==> config.mk <==
export PLATFORM = sky130hd
export DESIGN_NAME = windower_stream
export DESIGN_NICKNAME = d
export VERILOG_FILES = /design/src/rtl/windower_pkg.sv /design/src/rtl/windower_stream_shift.sv /design/src/rtl/windower_stream.sv
export SDC_FILE = /design/constraint.sdc
export NUM_CORES = 1
export LEC_CHECK = 0
export ABC_AREA = 1
export CORE_AREA = 3 3 75 77
export CTS_BUF_LIST = sky130_fd_sc_hd__clkbuf_8
export CTS_CLUSTER_SIZE = 40
export DETAILED_ROUTE_END_ITERATION = 10
export DIE_AREA = 0 0 78 80
export PLACE_DENSITY = 0.85
export SYNTH_ARGS = -nofsm -noshare
export SYNTH_HDL_FRONTEND = slang
export SYNTH_SLANG_ARGS = --single-unit
==> constraint.sdc <==
create_clock -name clk -period 4.9 [get_ports clk]
set_clock_uncertainty 0.2 [all_clocks]
set_input_delay 0.98 -clock clk [delete_from_list [all_inputs] [get_ports clk]]
set_output_delay 0.98 -clock clk [all_outputs]
set_load 0.005 [all_outputs]
==> src/rtl/windower_pkg.sv <==
// rtl/windower_pkg.sv - shared types and geometry helpers for the stream windower
package windower_pkg;

    typedef enum logic [1:0] {
        IDLE  = 2'd0,
        FILL  = 2'd1,
        RUN   = 2'd2,
        FLUSH = 2'd3
    } state_t;

    // Zero samples padded on each side of the frame.
    function automatic int calc_pad(input int window, input int padding);
        return (padding != 0) ? (window - 1) / 2 : 0;
    endfunction

    // Beats that must be seen before the first span is complete.
    function automatic int calc_lag(input int window, input int throughput, input int padding);
        int reach;
        reach = (padding != 0) ? (window - 1) / 2 : window - 1;
        return (reach + throughput - 1) / throughput;
    endfunction

    // Samples covered by one output span (THROUGHPUT adjacent windows).
    function automatic int calc_span(input int window, input int throughput);
        return window + throughput - 1;
    endfunction

    // History depth: the newest complete span ends LAG*T-(W-1)+P samples behind
    // the newest sample, so the span always sits at the oldest end of the history.
    function automatic int calc_depth(input int window, input int throughput, input int padding);
        return calc_lag(window, throughput, padding) * throughput - (window - 1)
               + calc_pad(window, padding) + calc_span(window, throughput);
    endfunction

endpackage

==> src/rtl/windower_stream_shift.sv <==
// rtl/windower_stream_shift.sv - sample history that shifts in one beat at a time
module window_shift_reg #(
    parameter int DATA_W     = 2,
    parameter int THROUGHPUT = 1,
    parameter int DEPTH      = 3,
    parameter int SPAN       = 3
) (
    input  logic                         clk,
    input  logic                         rst,
    input  logic                         clear_i,
    input  logic                         shift_i,
    input  logic                         zero_i,
    input  logic [THROUGHPUT*DATA_W-1:0] data_i,
    output logic [SPAN*DATA_W-1:0]       span_o
);

    typedef logic [DATA_W-1:0] sample_t;

    // Index 0 is the oldest sample; new beats enter at the top.
    sample_t [DEPTH-1:0]          hist_q;
    sample_t [DEPTH-1:0]          hist_d;
    logic [THROUGHPUT*DATA_W-1:0] incoming;

    // Next history: shift by one beat of data or of injected zeros.
    always_comb begin
        incoming = zero_i ? '0 : data_i;
        hist_d   = hist_q;
        if (shift_i) begin
            hist_d = {incoming, hist_q[DEPTH-1:THROUGHPUT]};
        end
    end

    // The span is taken from the post-shift history so it can be registered
    // on the same edge as the shift that completes it.
    assign span_o = hist_d[SPAN-1:0];

    // History register; clearing gives the zero left padding of the next frame.
    always_ff @(posedge clk) begin
        if (rst || clear_i) begin
            hist_q <= '0;
        end else begin
            hist_q <= hist_d;
        end
    end

endmodule

==> src/rtl/windower_stream.sv <==
// rtl/windower_stream.sv - streaming 1-D conv windower with ready/valid backpressure
module windower_stream
    import windower_pkg::*;
#(
    parameter int DATA_W       = 2,
    parameter int THROUGHPUT   = 1,
    parameter int WINDOW       = 3,
    parameter int PADDING      = 1,
    parameter int LOG2_MAX_LEN = 10
) (
    input  logic                                       clk,
    input  logic                                       rst,
    input  logic [LOG2_MAX_LEN:0]                      frame_len,
    input  logic                                       in_valid,
    output logic                                       in_ready,
    input  logic [THROUGHPUT*DATA_W-1:0]               in_data,
    output logic                                       out_valid,
    input  logic                                       out_ready,
    output logic [(WINDOW+THROUGHPUT-1)*DATA_W-1:0]    out_data,
    output logic                                       out_first,
    output logic                                       out_last
);

    localparam int SPAN   = calc_span(WINDOW, THROUGHPUT);
    localparam int LAG    = calc_lag(WINDOW, THROUGHPUT, PADDING);
    localparam int DEPTH  = calc_depth(WINDOW, THROUGHPUT, PADDING);
    localparam int LOG2_T = $clog2(THROUGHPUT);
    localparam int CW     = LOG2_MAX_LEN + 1;

    state_t                 state_q, state_d;
    logic [CW-1:0]          beat_cnt_q, beat_cnt_d;
    logic [CW-1:0]          n_beats_q, n_beats_d;
    logic [CW-1:0]          flush_cnt_q, flush_cnt_d;
    logic                   first_pend_q, first_pend_d;
    logic                   out_valid_q, out_valid_d;
    logic                   out_first_q, out_first_d;
    logic                   out_last_q, out_last_d;
    logic [SPAN*DATA_W-1:0] out_data_q, out_data_d;

    logic                   out_free, accept, accept_last;
    logic                   flush_shift, flush_done, produce, shift_en, clear_hist;
    logic [CW-1:0]          n_cur, beat_idx, beat_inc;
    logic [SPAN*DATA_W-1:0] span_next;

    window_shift_reg #(
        .DATA_W     (DATA_W),
        .THROUGHPUT (THROUGHPUT),
        .DEPTH      (DEPTH),
        .SPAN       (SPAN)
    ) u_hist (
        .clk     (clk),
        .rst     (rst),
        .clear_i (clear_hist),
        .shift_i (shift_en),
        .zero_i  (state_q == FLUSH),
        .data_i  (in_data),
        .span_o  (span_next)
    );

    // Handshake decode: what moves this cycle and whether it yields a span.
    always_comb begin
        out_free    = !out_valid_q || out_ready;
        in_ready    = !rst && (state_q != FLUSH) && ((state_q == FILL) || out_free);
        accept      = in_valid && in_ready;
        n_cur       = (state_q == IDLE) ? (frame_len >> LOG2_T) : n_beats_q;
        beat_idx    = (state_q == IDLE) ? '0 : beat_cnt_q;
        beat_inc    = beat_idx + CW'(1);
        accept_last = accept && (beat_inc == n_cur);
        flush_shift = (state_q == FLUSH) && out_free;
        flush_done  = flush_shift && (flush_cnt_q == CW'(LAG - 1));
        produce     = (accept && (beat_idx >= CW'(LAG))) || flush_shift;
        shift_en    = accept || flush_shift;
        clear_hist  = (PADDING != 0) ? flush_done : accept_last;
    end

    // Frame sequencing: fill the lag, stream spans, then flush trailing zeros.
    always_comb begin
        state_d      = state_q;
        beat_cnt_d   = beat_cnt_q;
        n_beats_d    = n_beats_q;
        flush_cnt_d  = flush_cnt_q;
        first_pend_d = first_pend_q;
        case (state_q)
            IDLE, FILL, RUN: begin
                if (accept) begin
                    if (state_q == IDLE) begin
                        n_beats_d    = n_cur;
                        first_pend_d = 1'b1;
                    end
                    if (accept_last) begin
                        beat_cnt_d  = '0;
                        flush_cnt_d = '0;
                        state_d     = (PADDING != 0) ? FLUSH : IDLE;
                    end else begin
                        beat_cnt_d = beat_inc;
                        state_d    = (beat_inc >= CW'(LAG)) ? RUN : FILL;
                    end
                end
            end
            FLUSH: begin
                if (flush_shift) begin
                    flush_cnt_d = flush_cnt_q + CW'(1);
                    if (flush_done) begin
                        flush_cnt_d = '0;
                        state_d     = IDLE;
                    end
                end
            end
            default: state_d = IDLE;
        endcase
        if (produce) begin
            first_pend_d = 1'b0;
        end
    end

    // Output register: load on a new span, drop valid on a bare handshake.
    always_comb begin
        out_valid_d = out_valid_q;
        out_data_d  = out_data_q;
        out_first_d = out_first_q;
        out_last_d  = out_last_q;
        if (produce) begin
            out_valid_d = 1'b1;
            out_data_d  = span_next;
            out_first_d = first_pend_q || (state_q == IDLE);
            out_last_d  = (PADDING != 0) ? flush_done : accept_last;
        end else if (out_ready) begin
            out_valid_d = 1'b0;
        end
    end

    // Control state registers.
    always_ff @(posedge clk) begin
        if (rst) begin
            state_q      <= IDLE;
            beat_cnt_q   <= '0;
            n_beats_q    <= '0;
            flush_cnt_q  <= '0;
            first_pend_q <= 1'b0;
        end else begin
            state_q      <= state_d;
            beat_cnt_q   <= beat_cnt_d;
            n_beats_q    <= n_beats_d;
            flush_cnt_q  <= flush_cnt_d;
            first_pend_q <= first_pend_d;
        end
    end

    // Output stage registers.
    always_ff @(posedge clk) begin
        if (rst) begin
            out_valid_q <= 1'b0;
            out_data_q  <= '0;
            out_first_q <= 1'b0;
            out_last_q  <= 1'b0;
        end else begin
            out_valid_q <= out_valid_d;
            out_data_q  <= out_data_d;
            out_first_q <= out_first_d;
            out_last_q  <= out_last_d;
        end
    end

    assign out_valid = out_valid_q;
    assign out_data  = out_data_q;
    assign out_first = out_first_q;
    assign out_last  = out_last_q;

endmodule

Yosys cells after proc, flatten, opt, wreduce, memory -nomap -nowiden:

Index checks and enable logic that the tools add are counted.

* flip-flop bits (word level): 51
* output and inout port bits: 10

* equal/unequal tests: 9
* multiplexer cells: 18
* reduce and logical (&&, ||, !) cells: 24
* $lt $le $gt $ge: 2
* add/sub/neg operators: 2

Operator list (number)
* $mux 11: 7
* $add 11x1->11 const B: 2
* $ge 11x1->1 const B: 2
* $pmux 11 s2: 1
* $mux 2: 6
* $eq 11x11->1: 1
* $logic_not 11->1: 1
* $reduce_and 3->1: 3
* $ne 2x2->1 const B: 4
* $logic_and 1x1->1: 7
* $logic_or 1x1->1: 6
* $mux 6: 1
* $eq 2x2->1 const B: 2
* $pmux 2 s2: 1
* $reduce_or 3->1: 1
* $eq 2x1->1 const B: 1
* $logic_not 1->1: 2
* $logic_not 2->1: 1
* $mux 1: 2
* $ne 2x1->1 const B: 1
* $reduce_and 2->1: 1
* $reduce_bool 2->1: 1
* $reduce_or 2->1: 1

Depth between registers and ports, before layout:

* depth after elaboration: 9
* mapped depth: 21
* mapped depth without buffers: 20

Cells and area by module:

From an unflattened synthesis, not the netlist that was laid out.

* cells, all modules: 502
* area total of the unflattened synthesis: 3108.0 um^2

Modules (own cells, without submodules)
* windower_stream: instances 1, cells each 468, area an instance 2840.2 um^2
* window_shift_reg: instances 1, cells each 34, area an instance 267.8 um^2

Worst setup path before layout:

Ideal clock, no wire load.

* path type: input-to-reg
* start: in rst
* end: reg flush_cnt_q[3]
* data arrival time: 2.276 ns
* data required time: 4.589 ns
* library setup time: 0.111 ns
* stages on the path: 13
* setup slack: 2.313 ns
* cell sequence: clkbuf_1 > nor2_1 > nand2_1 > nor2_2 > nand3_1 > nor2_1 > nand3_1 > nor2_1 > nand3_2 > nand2_2 > inv_1 > nor2_1 > nor2_1

* longest elaborated chain between the ends: 7

Ends and longest elaborated chain
* from (decl): line windower_stream.sv:12 `input logic rst,`
* $logic_not 1->1: line windower_stream.sv:63 `in_ready = !rst && (state_q != FLUSH) && ((state_q == FILL) || out_free);`
* $logic_and 1x1->1 (2 in a row): line windower_stream.sv:63
* $logic_and 1x1->1: line windower_stream.sv:64 `accept = in_valid && in_ready;`
* $logic_and 1x1->1: line windower_stream.sv:68 `accept_last = accept && (beat_inc == n_cur);`
* $ne 2x2->1 (no source line)
* $reduce_and 3->1 (no source line)
* to (signal assigned): line windower_stream.sv:144 `flush_cnt_q <= flush_cnt_d;`
* to (decl): line windower_stream.sv:33 `logic [CW-1:0] flush_cnt_q, flush_cnt_d;`

Parallel ways exist; a longest one is shown, timed or not.
A chain may end at the register's enable or synchronous reset.

Worst setup path after layout:

* start: reg state_q[0]
* end: reg flush_cnt_q[5]

* longest elaborated chain between the ends: 7

Ends and longest elaborated chain
* from (decl): line windower_stream.sv:30 `state_t state_q, state_d;`
* from (signal assigned): line windower_stream.sv:141 `state_q <= state_d;`
* $logic_not 2->1 (tied with other cells): line windower_stream.sv:65, windower_stream.sv:66, windower_stream.sv:83
* $mux 11 (tied with other cells): line windower_stream.sv:66 `beat_idx = (state_q == IDLE) ? '0 : beat_cnt_q;`
* $add 11x1->11 or $logic_and 1x1->1 (tied branches): line windower_stream.sv:67, windower_stream.sv:63
* $eq 11x11->1 or $logic_and 1x1->1 (tied branches): line windower_stream.sv:68, windower_stream.sv:64
* $logic_and 1x1->1: line windower_stream.sv:68
* $ne 2x2->1 (no source line)
* $reduce_and 3->1 (no source line)

Parallel ways exist; a longest one is shown, timed or not. The select of a mux whose other input is x is not followed.

==> results by group <==
Critical path
  • Worst setup EP type: register
  • Critical path's top delay family: simple AND/OR/NAND/NOR gates
  • Critical path arrival: 3.63 ns
  • Crit path cell chain: inv_2 -> nand2_2 -> nand2_1 -> inv_1 -> ha_1 -> nand2_1 -> inv_1 -> nand2_1 -> inv_2 -> nand2_1 -> nand2_1 -> nand2_1 -> nand2_1 -> nand3_1 -> nor2_1 -> nand3_2 -> nand2_2 -> inv_1 -> nor2_1 -> nor2_1
  • CP max FO: 24
  • Crit path max-delay cell type: dfxtp_1
  • Crit path kind: register to register
  • Startpoint Class: register
  • Slowest Stage Delay on Critical Path: between 0.4 and 0.5 ns
  • CP required: between 4 and 5 ns
  • Most Frequent Cell on Critical Path: nand2_1
  • Worst Path Buf+Inv: 5

Global routing
  • GR Util All Layers: 0.2449
  • Largest net degree at the start of global routing: 33
  • First-pass GRT wire length: 12510 µm
  • Gr ovfl total: 0
  • Vias in the first global route: 2816
  • Initial antenna violation count: 0

Floorplan
  • Die width: ~80 µm
  • Die Area: between 6000 and 7000 µm²
  • Io pins: 27
  • Die height: 80 µm
  • Core Rows: 26
  • Initial core utilization: 0.5826
  • Core ar.: 5075 µm²

Pwr
  • Sequential power share: 0.549
  • Leak: 0.001416 µW
  • Clk network pwr share: 0.338
  • Sw Pwr: roughly 210 µW
  • Combinational fraction of design power: 0.113
  • Power density cells: roughly 230 nW/µm²
  • Internal: approximately 550 µW
  • VDD IR max: between 0.00015 and 0.0002 V
  • Total Power Consumption: about 750 µW
  • Sw Ratio: 0.2766

Drt
  • Vias per std cell: roughly 5.4
  • Post-DRT Antenna Nets: 0
  • WL final: ~7000 µm
  • First-pass detailed-route iteration total: 7
  • Avg WL per Cell: around 13 µm
  • # DRC: 0
  • DRT iter0 DRCs: ~440
  • DR vias: 3076

Logic synthesis
  • Post-synthesis cell type count: 26
  • Seq/Total Area, Yosys: 0.3318
  • #FFs+latches synth: 49
  • Area share of the largest cell type after synthesis: 0.3318
  • Post-synth top area cell: dfxtp_1
  • Synth warn: 0
  • Gate Count Post-Synth: 481
  • Mean post-synth cell area: 6.147 µm²
  • Mapped Area: about 3000 µm²
  • Syn Nets: 503
  • Top post-synthesis cells by area: dfxtp_1 33%, nand2_1 16%, nand3_1 9.6%

Clocking
  • Setup Fix Bufs, Post-CTS: 0
  • Worst-path clk slew: 0.10 ns
  • Post-CTS sizing: 0
  • CTS tree: yes
  • CTS Root Cell: clkbuf_8
  • CTS H-tree depth: 2
  • Clk buf depth: 2
  • Skew-Pair Late Insertion Delay: roughly 0.32 ns
  • CTS hold repair buffers: 0
  • Clock Sinks: 49
  • Cts bufs inserted: 5

Layout
  • Area grow syn2layout: 11.81%
  • Share of cells above drive strength 1: 0.05433
  • Most frequent cells in the layout: 126 x nand2_1, 68 x nor2_1, 57 x nand3_1
  • Final-stage net count: around 520
  • Final core utilization: 0.6514
  • # diodes: 0
  • Fillers: roughly 470
  • Commonest non-fill, non-tap cell in the layout: nand2_1

Timing
  • Final setup vio count: 0
  • Crit share post-route: 0.7359
  • Final hold vios: 0
  • Max frequency: between 200 and 300 MHz
  • RSZ-0062 raised after global routing: false
  • Max-slew violations: 0
  • Fin worst setup slack: between 1 and 1.5 ns
  • Tmin final: between 3 and 4 ns
  • Fin Setup TNS: 0 ns
  • Slew @ Worst Pin: 0.9225 ns
  • Rel. slew slack: 0.3843

Job
  • Max Cap Viol: 0

Placed design
  • DPL Wire Length: about 5100 µm
  • Final GP Congestion: between 0.9 and 1
  • Port bufs: 26
  • DP Worst Slack: slightly above 1 ns

Outcome
  • Status: finished, final reports clean

Min path
  • Worst hold path class: register to register
==> power groups by stage <==
stage / registers (µW) / logic [µW] / clock network, µW
finish: 414 / 85.0 / 255
global route: 415 / 96.7 / 269
CTS: 414 / 84.7 / 257
detailed placement: 423 / 84.1 / 0
global placement: 422 / 82.6 / 0
floorplan: 422 / 56.7 / 0
==> per-stage QoR <==
step | instance area (µm²) | hold slack, ns | instances
after detailed placement | 3212 | 0.2506 | 559
after global routing | 3306 | 0.2819 | 567
final | 3306 | 0.2618 | 567
after CTS | 3306 | 0.2647 | 567
after global placement | 3212 | 0.2451 | 559
after floorplan | 2957 | 0.2345 | 481
==> worst paths after layout <==
path | from | end | slack, ns | cells past startpoint
setup / recovery | state_q[0] | flush_cnt_q[5] | 1.29 | 20
setup reg to reg | state_q[0] | flush_cnt_q[5] | 1.29 | 20
hold reg to reg | n_beats_q[5] | n_beats_q[5] | 0.26 | 2
hold / removal | n_beats_q[5] | n_beats_q[5] | 0.26 | 2
==> worst register-to-register path, stage by stage, from the launching register on <==
cell,delay (ns)
dfxtp_1,0.43
inv_2,0.06
nand2_2,0.33
nand2_1,0.20
inv_1,0.17
ha_1,0.23
nand2_1,0.07
inv_1,0.09
nand2_1,0.13
inv_2,0.11
nand2_1,0.06
nand2_1,0.08
nand2_1,0.08
nand2_1,0.07
nand3_1,0.09
nor2_1,0.12
nand3_2,0.39
nand2_2,0.36
inv_1,0.11
nor2_1,0.10
nor2_1,0.05
==> kinds of logic (layout without fill, tap and decap cells) <==
group / count (synthesis) / after routing / share of synthesized area
AND/OR/NAND/NOR: 283 / 283 / 0.4130
XOR/XNOR: 4 / 4 / 0.01185
flip-flops: 49 / 49 / 0.3318
AO/OA/AOI/OAI: 61 / 61 / 0.1121
buffers and inverters: 79 / 95 / 0.1100
adder cells (fa/ha/maj): 5 / 5 / 0.02116
==> layout make-up <==
type                       instances  area [µm²]  area share
multi-input combinational        353        1650      0.4992
sequential                        49       980.9      0.2967
timing repair buffer              27       267.8     0.08100
inverter                          60       225.2     0.06813
tap                               70       87.58     0.02650
clock buffer                       5       68.82     0.02082
clock inverter                     3       25.02    0.007570
==> synthesized netlist by cell type (all sizes together) <==
cell type / number
a21oi: 29
dfxtp: 49
a211oi: 9
nor3: 5
nand3: 58
o21bai: 1
xor2: 4
nand2: 130
nand4: 10
inv: 60
ha: 5
clkbuf: 10
nor4: 4
o22ai: 1
or2: 1
buf: 9
nor2: 75
o21ai: 21
==> per-layer routing <==
layer / vias up / wire, µm / GRT usage / part of all wire
met5: - / 0 / 0 / 0
met4: 0 / 134 / 0.09266 / 0.019
met3: 17 / 385 / 0.03725 / 0.053
met2: 104 / 3384 / 0.3998 / 0.47
met1: 1384 / 3293 / 0.3266 / 0.46
li1: 1571 / - / - / -
==> state kept, by name, indices dropped and copies added, names as in the netlist <==
name and count:
beat_cnt_q 11, flush_cnt_q 11, n_beats_q 11, out_data 6, u_hist.hist_q 4, state_q 2
first_pend_q 1, out_first 1, out_last 1, out_valid 1
Power figures use the tool's default switching activity.
==> patch 1: new RTL, same settings <==
Change the parameter `LOG2_MAX_LEN` from 10 to 9.
--- a/src/rtl/windower_stream.sv
+++ b/src/rtl/windower_stream.sv
@@ -8,3 +8,3 @@
     parameter int PADDING      = 1,
-    parameter int LOG2_MAX_LEN = 10
+    parameter int LOG2_MAX_LEN = 9
 ) (
Interface: changed (resized frame_len); port bits go from 27 to 26. The function was not compared with the original's and may differ.
==> patch 1 against the unedited design <==
- utilization is 6.0 points lower
- routed wire length decreased by 16%
- cell area decreased by 9.2%
- synthesized area is 11% lower
- maximum frequency rose by 2.4%
- worst setup slack improved by 0.085 ns
- via count fell by 15%
- sequential cell count is 3 lower
- synthesized cell count is 16% lower
- total power shrank 5.9%
- critical path type is now input pin to primary output
- largest power group unchanged
==> patch 1: results (changes against the unedited design) <==
[status]
status = finished, final reports clean

[cells_and_area]
reg_top3 = beat_cnt_q: 10 flops, flush_cnt_q: 10 flops, n_beats_q: 10 flops
nNetsFinal = 443  ; -14%
fill_cells = 478  ; +1.3%
drive_gt1_share_pct = 6.35  ; +0.92 points

[logic_synthesis]
ys_top_cells_by_area = dfxtp_1, nand2_1, nand3_1, nor2_1, inv_1
synthesis.nets = 423  ; -16%
synthDistinctLibCells = 33  ; +27%
syn_inst = 404  ; -16%
synth_top_cells_by_count = nand2_1, nor2_1, dfxtp_1, inv_1, nand3_1
synth_seq_area_share_pct = 34.9  ; +1.7 points

[clock_tree]
clk_pin_slew_ns = 0.09
post_cts_resized = 0  ; unchanged
clock_latency_ns = 0.30  ; -0.02 ns
clock_sinks = 46  ; -6.1%

[drt]
first_pass_iters = 5  ; -2
viasPerCell = 5.30  ; -2.3%
num_vias = 2623  ; -15%
wl_per_cell_um = 12.2  ; -3.5%
drt_first_iter_violations = 184  ; -58%

[global_routing]
grt_pass1_wl_mm = 10.6  ; -15%
grt.total_usage_pct = 20.9  ; -3.6 points
grt_max_degree = 35  ; +6.1%
gr-usage-met2_pct = 34.4  ; -5.6 points
grt_pass1_vias = 2422  ; -14%
use_met1_pct = 27.3  ; -5.3 points

[worst_setup_path]
critPathLaunch = rst
crit_fanout = 11  ; -54%
worstPathArrival_ns = 2.34  ; -1.29 ns

[sta]
max_slew_margin_pct = 60.3  ; +22 points

[placed_design]
portBuffers = 25  ; -3.8%
dp_cells = 487  ; -13%
place.detailed.hpwl_mm = 4.33  ; -15%
gp_congestion = 0.902  ; -6.3%

[pwr]
irDropWorstVdd_mv = 0.224  ; +32%
leakagePower_nw = 1.26  ; -11%

[min_path]
hold_path_class = flip-flop to flip-flop

-- patch 1: power by group --
part	switching (mW)	internal (mW)
Clock	0.139	0.101
Sequential	0.00483	0.384
Combinational	0.0470	0.0334
-- patch 1: per-layer routing --
metal  routed length [um]  vias to the layer above
met5                    0                        -
met3                  336                       10
li1                     -                     1353
met2                 2750                       87
met4                  108                        0
met1                 2870                     1173
-- patch 1: cell type report --
class                   instances  area (um2)  area share (%)
clock buffers                   5        68.8            2.29
clock inverters                 3        18.8           0.626
inverters                      48         180            6.01
multi-input cells             295        1450            48.4
flip-flops and latches         46         921            30.7
well taps                      70        87.6            2.92
repair buffers                 28         273            9.09
-- patch 1: cell families (layout without fill, tap and decap cells) --
family          after synthesis  after routing  share of synthesized area (%)
mux                           1              1                          0.380
flops                        46             46                           34.9
buf+inv                      63             84                           10.1
compound gates               58             58                           12.3
fa+ha+maj                     3              3                           1.42
xor+xnor                      4              4                           1.33
simple gates                229            229                           39.6
-- patch 1: per-stage QoR --
stage	setup WS [ns]	util, %	total power, mW	hold slack (ns)	instance area (um2)
2_1_floorplan	2.11	-	0.449	0.234	2640
3_3_place_gp	1.36	57.4	0.475	0.244	2910
3_5_place_dp	1.29	57.4	0.477	0.248	2910
4_1_cts	1.38	59.1	0.709	0.266	3000
5_1_grt	1.33	59.1	0.736	0.290	3000
6_report	1.38	59.1	0.709	0.263	3000
-- patch 1: worst max-delay path, cell delays in order --
cell	delay (ns)
clkdlybuf4s50_1	0.41
inv_1	0.24
nand2_1	0.09
nor2_1	0.10
clkdlybuf4s50_1	0.51
-- patch 1: worst paths after layout --
check | end | slack [ns] | cells after the start
setup reg to reg | flush_cnt_q[1] | 2.06 | 16
hold / removal | n_beats_q[5] | 0.26 | 2
setup / recovery | in_ready | 1.38 | 5
hold reg to reg | n_beats_q[5] | 0.26 | 2
==> patch 2: new RTL, same flow settings <==
Without the edit above. `out_data_q` no longer has a reset.
--- a/src/rtl/windower_stream.sv
+++ b/src/rtl/windower_stream.sv
@@ -152,3 +152,2 @@
             out_valid_q <= 1'b0;
-            out_data_q  <= '0;
             out_first_q <= 1'b0;
@@ -157,3 +156,2 @@
             out_valid_q <= out_valid_d;
-            out_data_q  <= out_data_d;
             out_first_q <= out_first_d;
@@ -161,2 +159,6 @@
         end
+    end
+
+    always_ff @(posedge clk) begin
+        out_data_q <= out_data_d;
     end
Function: differs if rst is asserted again (counterexample within 4 cycles, from zero or initial values and one cycle with rst high); with rst held inactive, the same outputs for 10 cycles.
==> patch 2 against the unedited design <==
- routed wire length increased by 0.92%
- synthesized area increased by 4.0%
- critical endpoint is now in_ready
- utilization increased by 3.9 points
- sequential cell count increased by 2
- synthesized cell count decreased by 1.7%
- cell area increased by 5.9%
- largest power group unchanged
- total power increased by 17%
- hold slack improved by 0.0051 ns
- worst setup slack got worse by 0.016 ns
- clock power increased by 36%
==> patch 2: results (changes against the unedited design) <==
[status]
status = finished, final reports clean

[logic_synthesis]
synth_top_cells_by_count = nand2_1, inv_1, nor2_1, dfxtp_1, nand3_1
ys_top_cells_by_area = dfxtp_1, nand2_1, inv_1, nor2_1, nand3_1
synth_mux_area_share_pct = 0.325  ; +0.33 points
synthesis.nets = 495  ; -1.6%
synth_edf_count = 6  ; +6
syn_area_um2 = 3080  ; +4.0%
synthDistinctLibCells = 31  ; +19%
synthAdderAreaFrac_pct = 2.03  ; -0.082 points
synth_compound_area_share_pct = 10.0  ; -1.2 points
synth_area_per_cell_um2 = 6.50  ; +5.8%
yosys.area_share.xor_xnor_pct = 1.71  ; +0.52 points

[sta]
whs_ns = 0.267  ; +0.00506 ns
max_slew_margin_pct = 68.2  ; +30 points
max_freq_mhz = 276  ; -0.44%

[drt]
first_pass_iters = 5  ; -2
drt_first_iter_violations = 224  ; -49%
viasPerCell = 5.42  ; -0.10%
totalWireLength_mm = 7.26  ; +0.92%

[placed_design]
placed_area_um2 = 3370  ; +4.8%
gp_congestion = 0.927  ; -3.7%
place.detailed.hpwl_mm = 5.36  ; +5.3%

[global_routing]
grt_pass1_wl_mm = 12.7  ; +1.8%
grt_max_degree = 31  ; -6.1%
grt_pass1_vias = 2888  ; +2.6%
grt.total_usage_pct = 25.2  ; +0.73 points

[worst_setup_path]
crit_end = in_ready
critPathLaunch = rst
max_stage_delay_ns = 0.49  ; +0.06 ns
crit_fanout = 30  ; +25%
r2r_cells = 17  ; -15%
reg2reg_slack_ns = 1.71  ; +0.42 ns
r2r-end = flush_cnt_q[1]
cp_slowest_cell = clkdlybuf4s50_1
critPathKind = input pin to primary output

[pwr]
pwr-share-comb_pct = 10.6  ; -0.7 points
internal_power_mw = 0.675  ; +24%
irDropWorstVdd_mv = 0.167  ; -1.5%
clockPowerShare_pct = 39.4  ; +5.6 points
p_per_area_nw_per_um2 = 251  ; +10%

[cells_and_area]
fill_cells = 449  ; -4.9%
finalNonFillerCells = 565  ; -0.35%
nNetsFinal = 516  ; -0.39%
drive_gt1_share_pct = 6.67  ; +1.2 points

[clock_tree]
cts_setup_buffers = 0  ; unchanged

[min_path]
worstHoldStart = n_beats_q[7]
holdPathEnd = n_beats_q[7]

patch 2: cell count changes after synthesis, moves of 4 or more:
| cell | before | now |
|---|---|---|
| nor3_1 | 5 | 9 |
| nand3_1 | 57 | 40 |
| dfxtp_1 | 49 | 45 |
| edfxtp_1 | 0 | 6 |
| inv_1 | 55 | 63 |
| nor2_1 | 68 | 61 |
| a211oi_1 | 9 | 4 |
| nand3b_1 | 0 | 4 |
patch 2: cell type report:
cell class / count / area [um2] / area share, %
Clock buffer: 5 / 68.8 / 1.96
Clock inverter: 3 / 67.6 / 1.93
Inverter: 68 / 255 / 7.29
Multi-Input combinational cell: 338 / 1650 / 47.2
Sequential cell: 51 / 1080 / 30.9
Tap cell: 70 / 87.6 / 2.50
Timing Repair Buffer: 30 / 290 / 8.29
patch 2: layer usage:
layer	track usage, %	part of all wire (%)	up-vias
li1	-	-	1558
met1	31.5	43	1383
met2	42.5	48	100
met3	4.29	5.9	21
met4	11.7	2.8	0
met5	0	0	-
